[config.mk]
export PLATFORM = sky130hd
export DESIGN_NAME = isl58x_stream_sequencer
export DESIGN_NICKNAME = d
export VERILOG_FILES = /design/src/rtl/isl58x_stream_sequencer.sv
export SDC_FILE = /design/constraint.sdc
export NUM_CORES = 1
export LEC_CHECK = 0
export CAP_MARGIN = 25
export CORE_ASPECT_RATIO = 1.25
export CORE_UTILIZATION = 58
export CTS_CLUSTER_SIZE = 12
export DETAILED_ROUTE_END_ITERATION = 10
export PLACE_DENSITY = 0.84
export REMOVE_ABC_BUFFERS = 1
export SLEW_MARGIN = 20
export SYNTH_ARGS = -nofsm -noshare
export SYNTH_HDL_FRONTEND = slang
export SYNTH_SLANG_ARGS = --single-unit
[constraint.sdc]
create_clock -name clk_i -period 6.5 [get_ports clk_i]
set_input_delay 0.975 -clock clk_i [delete_from_list [all_inputs] [get_ports clk_i]]
set_output_delay 0.975 -clock clk_i [all_outputs]
set_load 0.05 [all_outputs]
[src/rtl/isl58x_stream_sequencer.sv]
// ISL58315 laser-driver sequencer: timed LOWP/CE power sequencing, divided driver
// clock and valid/ready streaming of 15-bit drive words with underrun blanking.
module isl58x_stream_sequencer #(
    parameter int unsigned CLK_DIV     = 4,
    parameter int unsigned WAKE_CYCLES = 1000,
    parameter int unsigned LINE_LEN    = 640,
    parameter logic [14:0] BLANK_WORD  = 15'h0000
) (
    input  logic        clk_i,
    input  logic        async_rst_i,
    input  logic        enable_i,
    input  logic        rtz_mode_i,
    input  logic [14:0] pix_data_i,
    input  logic        pix_valid_i,
    output logic        pix_ready_o,
    output logic        line_done_o,
    output logic        underrun_o,
    input  logic        underrun_clr_i,
    output logic        running_o,
    output logic [14:0] isl58x_D,
    output logic        isl58x_CLK,
    output logic        isl58x_RTZ,
    output logic        isl58x_LOWP,
    output logic        isl58x_CE
);
    // state | meaning
    // OFF   | driver in low power, CE low, clock parked, RTZ follows rtz_mode_i
    // WAKE  | LOWP released, waiting WAKE_CYCLES before enabling the chip
    // RUN   | CE high, streaming words from the pixel source
    // DRAIN | CE high, blanking out the rest of the current line before OFF
    typedef enum logic [1:0] {ST_OFF, ST_WAKE, ST_RUN, ST_DRAIN} state_t;

    localparam int DIV_W  = $clog2(CLK_DIV);
    localparam int WAKE_W = (WAKE_CYCLES > 1) ? $clog2(WAKE_CYCLES) : 1;
    localparam int WORD_W = $clog2(LINE_LEN);
    localparam logic [DIV_W-1:0]  DIV_MAX  = DIV_W'(CLK_DIV - 1);
    localparam logic [WAKE_W-1:0] WAKE_MAX = WAKE_W'(WAKE_CYCLES - 1);
    localparam logic [WORD_W-1:0] WORD_MAX = WORD_W'(LINE_LEN - 1);

    state_t             state_q, state_d;
    logic [WAKE_W-1:0]  wake_q, wake_d;
    logic [DIV_W-1:0]   div_q, div_d;
    logic [WORD_W-1:0]  word_q, word_d, word_next;
    logic [14:0]        hold_q, hold_d;
    logic               hold_full_q, hold_full_d;
    logic [14:0]        d_q, d_d;
    logic               clk_q, clk_d;
    logic               rtz_q, rtz_d;
    logic               lowp_q, lowp_d;
    logic               active_q, active_d;
    logic               line_done_q, line_done_d;
    logic               underrun_q, underrun_d;
    logic               div_end, update_tick, last_word, pix_xfer;

    assign div_end     = (div_q == DIV_MAX);
    assign update_tick = div_end && clk_q;
    assign last_word   = (word_q == WORD_MAX);
    assign word_next   = last_word ? '0 : word_q + 1'b1;
    assign pix_ready_o = (state_q == ST_RUN) && !hold_full_q;
    assign pix_xfer    = pix_valid_i && pix_ready_o;

    always_comb begin
        state_d     = state_q;
        wake_d      = wake_q;
        div_d       = div_q;
        clk_d       = clk_q;
        word_d      = word_q;
        hold_d      = hold_q;
        hold_full_d = hold_full_q;
        d_d         = d_q;
        rtz_d       = rtz_q;
        line_done_d = 1'b0;
        // a set later in this block overrides the clear
        underrun_d  = underrun_q && !underrun_clr_i;

        case (state_q)
            ST_OFF: begin
                rtz_d       = rtz_mode_i;
                d_d         = BLANK_WORD;
                clk_d       = 1'b0;
                div_d       = '0;
                word_d      = '0;
                wake_d      = '0;
                hold_full_d = 1'b0;
                if (enable_i) state_d = ST_WAKE;
            end
            ST_WAKE: begin
                if (!enable_i) begin
                    state_d = ST_OFF;
                    wake_d  = '0;
                end else if (wake_q == WAKE_MAX) begin
                    state_d = ST_RUN;
                    wake_d  = '0;
                    div_d   = '0;
                    clk_d   = 1'b0;
                end else begin
                    wake_d = wake_q + 1'b1;
                end
            end
            ST_RUN: begin
                if (pix_xfer) begin
                    hold_d      = pix_data_i;
                    hold_full_d = 1'b1;
                end
                div_d = div_end ? '0 : div_q + 1'b1;
                if (div_end) clk_d = ~clk_q;
                if (update_tick) begin
                    word_d      = word_next;
                    line_done_d = last_word;
                    if (hold_full_q) begin
                        d_d         = hold_q;
                        hold_full_d = 1'b0;
                    end else begin
                        d_d        = BLANK_WORD;
                        underrun_d = 1'b1;
                    end
                end
                if (!enable_i) state_d = ST_DRAIN;
            end
            ST_DRAIN: begin
                hold_full_d = 1'b0;
                div_d = div_end ? '0 : div_q + 1'b1;
                if (div_end) clk_d = ~clk_q;
                if (update_tick) begin
                    d_d         = BLANK_WORD;
                    word_d      = word_next;
                    line_done_d = last_word;
                end
                // line boundary reached (or never left): park the clock and power down
                if ((word_q == '0) || (update_tick && last_word)) begin
                    state_d = ST_OFF;
                    div_d   = '0;
                    clk_d   = 1'b0;
                    word_d  = '0;
                    d_d     = BLANK_WORD;
                end
            end
            default: state_d = ST_OFF;
        endcase

        lowp_d   = (state_d == ST_OFF);
        active_d = (state_d == ST_RUN) || (state_d == ST_DRAIN);
    end

    always_ff @(posedge clk_i or negedge async_rst_i) begin
        if (!async_rst_i) begin
            state_q     <= ST_OFF;
            wake_q      <= '0;
            div_q       <= '0;
            word_q      <= '0;
            hold_q      <= '0;
            hold_full_q <= 1'b0;
            d_q         <= '0;
            clk_q       <= 1'b0;
            rtz_q       <= 1'b0;
            lowp_q      <= 1'b1;
            active_q    <= 1'b0;
            line_done_q <= 1'b0;
            underrun_q  <= 1'b0;
        end else begin
            state_q     <= state_d;
            wake_q      <= wake_d;
            div_q       <= div_d;
            word_q      <= word_d;
            hold_q      <= hold_d;
            hold_full_q <= hold_full_d;
            d_q         <= d_d;
            clk_q       <= clk_d;
            rtz_q       <= rtz_d;
            lowp_q      <= lowp_d;
            active_q    <= active_d;
            line_done_q <= line_done_d;
            underrun_q  <= underrun_d;
        end
    end

    assign isl58x_D    = d_q;
    assign isl58x_CLK  = clk_q;
    assign isl58x_RTZ  = rtz_q;
    assign isl58x_LOWP = lowp_q;
    assign isl58x_CE   = active_q;
    assign running_o   = active_q;
    assign line_done_o = line_done_q;
    assign underrun_o  = underrun_q;
endmodule

==> impl_metrics.ini <==
[outcome]
outcome = completed

[timing]
worst_pin_slew_ns = 0.887
fin_ws_ns = 2.49
fmax_ghz = 0.250
period_share_pct = 61.6
hold_slack_ns = 0.483
hold_viol_final = 0
final-max-slew-violation-count = 0
min_period_ns = 4.01
setup_viol = 0
final.setup.tns_ns = 0
slew_headroom_pct = 40.6
rsz0062_at_grt = no
finalClockSkew_ns = 0.00776

[drt]
wire_per_inst_um = 16.4
dr.first_iter.drc_count = 240
drc_errors = 0
num_vias = 2379
first_pass_iters = 4
antenna_left = 0
drt-vias-per-instance = 6.10
wirelength_um = 6390

[synthesis]
ys_types = 54
synth_top_cells_by_count = 59 x dfrtp_1, 30 x nand2_1, 19 x nand4_1, 17 x mux2_2, 17 x o21ai_0
avgSynthCellArea_um2 = 10.8
synth_warnings = 0
netlist_instances = 284
synth_top_area_share_pct = 48.1
synth.most_common_cell = dfrtp_1
synth_seq_cells = 60
ys_seq_area_share_pct = 49.0
synthTopCellsByArea = dfrtp_1 48%, mux2_2 6.2%, ha_1 4.1%
synth_edf_count = 0
synth_area_um2 = 3070
yosys.area.top_type = dfrtp_1
synth-async-reset-ratio_pct = 100
ys.flop_type = dfrtp_1

[cells_and_area]
diodes = 0
areaGrowthSynthToFinish_pct = 21.0
drive_gt1_share_pct = 15.9
final_nets = 354
fillers = 359
stdcell_area_um2 = 3710
post-route-util_pct = 73.1

[global_route]
antenna_found_initial = 0
grt_pass1_wl_um = 10900
grt_start_max_net_pins = 61
track_usage_pct = 26.2
grt_overflow = 0
first_global_vias = 2315

[clock_tree]
cts_resized = 0
cts_tree = done
cts_hold_buf = 0
cts_htree_levels = 3
clk_latency_ns = 0.34
postCtsSetupRepairBufs = 0
ctsLongestPathBuffers = 2
path_clk_slew_ns = 0.07
root_buffer = clkbuf_8
cts.sinks = 60
cts_buffers = 9

[worst_setup_path]
cp.required_ns = 5.52
crit_path_end_kind = output port
slowest_delay_ns = 0.84
start_kind = flip-flop
crit_fanout = 22
cpMaxStageDelayCell = clkdlybuf4s50_1
crit_chain = inv_1 > ha_1 > buf_6 > inv_1 > nor2_1 > clkdlybuf4s50_1
crit_top_cell = inv_1
crit_family = buffers and inverters
setup.worst_path.class = flip-flop to output port
cp_num_buf_inv = 4
cp.arrival_ns = 3.03

[die]
dieWidth_um = 67.1
num_rows = 29
die_y_um = 83.3
core_um2 = 5080
initial_core_util_pct = 60.4
die-area_um2 = 5590
io_pins = 44

[run]
cap_viol_max_count = 0

[placement]
io_buffers = 43
dp_hpwl_um = 4300
place_area_um2 = 3510
routabilityCongestion = 0.807
place_ws_ns = 2.88

[power_and_ir_drop]
p_per_area_nw_per_um2 = 254
irDropWorstVdd_mv = 0.184
p_leak_nw = 1.69

[worst_hold_path]
hp-class = flip-flop to flip-flop
## logic make-up (layout without fill, tap and decap cells)
logic type,after synthesis,in the layout,synth area share (%)
XOR/XNOR,5,5,1.43
buffers and inverters,27,71,3.87
adder cells (fa/ha/maj),10,10,4.08
AO/OA/AOI/OAI,70,70,18.8
multiplexers,20,20,7.22
flip-flops,60,60,49.0
AND/OR/NAND/NOR,92,92,15.7
## stage by stage
stage / std cells / power, mW
2_1_floorplan: 267 / 0.545
3_3_place_gp: 373 / 0.606
3_5_place_dp: 374 / 0.614
4_1_cts: 390 / 0.948
5_1_grt: 390 / 0.989
6_report: 390 / 0.944
## cell type report
type | count | area (um^2) | share of cell area, %
Clock buffer | 9 | 124 | 3.34
Clock inverter | 7 | 77.6 | 2.09
Sequential cell | 60 | 1500 | 40.5
Multi-Input combinational cell | 197 | 1450 | 39.0
Inverter | 10 | 37.5 | 1.01
Timing Repair Buffer | 45 | 444 | 12.0
Tap cell | 62 | 77.6 | 2.09
## flip-flops by register name, indices dropped and copies added, names as in the netlist
name         count
div_q            2
wake_q          10
state_q          1
hold_full_q      1
isl58x_RTZ       1
line_done_o      1
isl58x_CLK       1
word_q          10
underrun_o       1
hold_q          15
isl58x_LOWP      1
isl58x_CE        1
isl58x_D        15
## layout by cell type (no fill, tap or decap), drive strengths merged, types with 5 or more instances in the layout
| cell | Yosys | layout |
|---|---|---|
| a21oi | 7 | 7 |
| nand3 | 5 | 5 |
| a21bo | 15 | 15 |
| clkbuf | 12 | 9 |
| mux2 | 17 | 17 |
| nor2 | 13 | 13 |
| inv | 10 | 10 |
| clkinv | 0 | 5 |
| clkdlybuf4s50 | 0 | 42 |
| nand4 | 19 | 19 |
| ha | 10 | 10 |
| dfrtp | 59 | 59 |
| o21ai | 18 | 18 |
| o211ai | 8 | 8 |
| nand2 | 30 | 30 |
## worst paths after layout
path                                         start                      end  slack [ns]  cells past startpoint
setup / recovery              state_q[0]$_DFF_PN0_              pix_ready_o        2.49                      6
hold / removal             isl58x_D[3]$_DFFE_PN0P_  isl58x_D[3]$_DFFE_PN0P_        0.48                      1
setup reg to reg              state_q[0]$_DFF_PN0_    hold_q[7]$_DFFE_PN0P_        3.65                      7
hold reg to reg            isl58x_D[3]$_DFFE_PN0P_  isl58x_D[3]$_DFFE_PN0P_        0.48                      1
max in group asynchronous              async_rst_i    word_q[5]$_DFFE_PN0P_        5.23                      2
min in group asynchronous              async_rst_i    word_q[6]$_DFFE_PN0P_        0.76                      2
## report_power, final
group          leakage (nW)  switching (mW)  internal, mW  total (mW)
Sequential            0.830          0.0111         0.389       0.400
Clock                0.0994           0.158         0.178       0.337
Combinational         0.764           0.135        0.0717       0.207
## metal layers
layer / share of wire, % / vias up / GRT usage (%) / wire (um)
met4: 2.6 / 0 / 14.3 / 169
met1: 44 / 1156 / 35.1 / 2780
met2: 49 / 79 / 39.0 / 3120
met3: 5.0 / 16 / 5.36 / 319
li1: - / 1128 / - / -
met5: 0 / - / 0 / 0
Power figures use the tool's default switching activity.
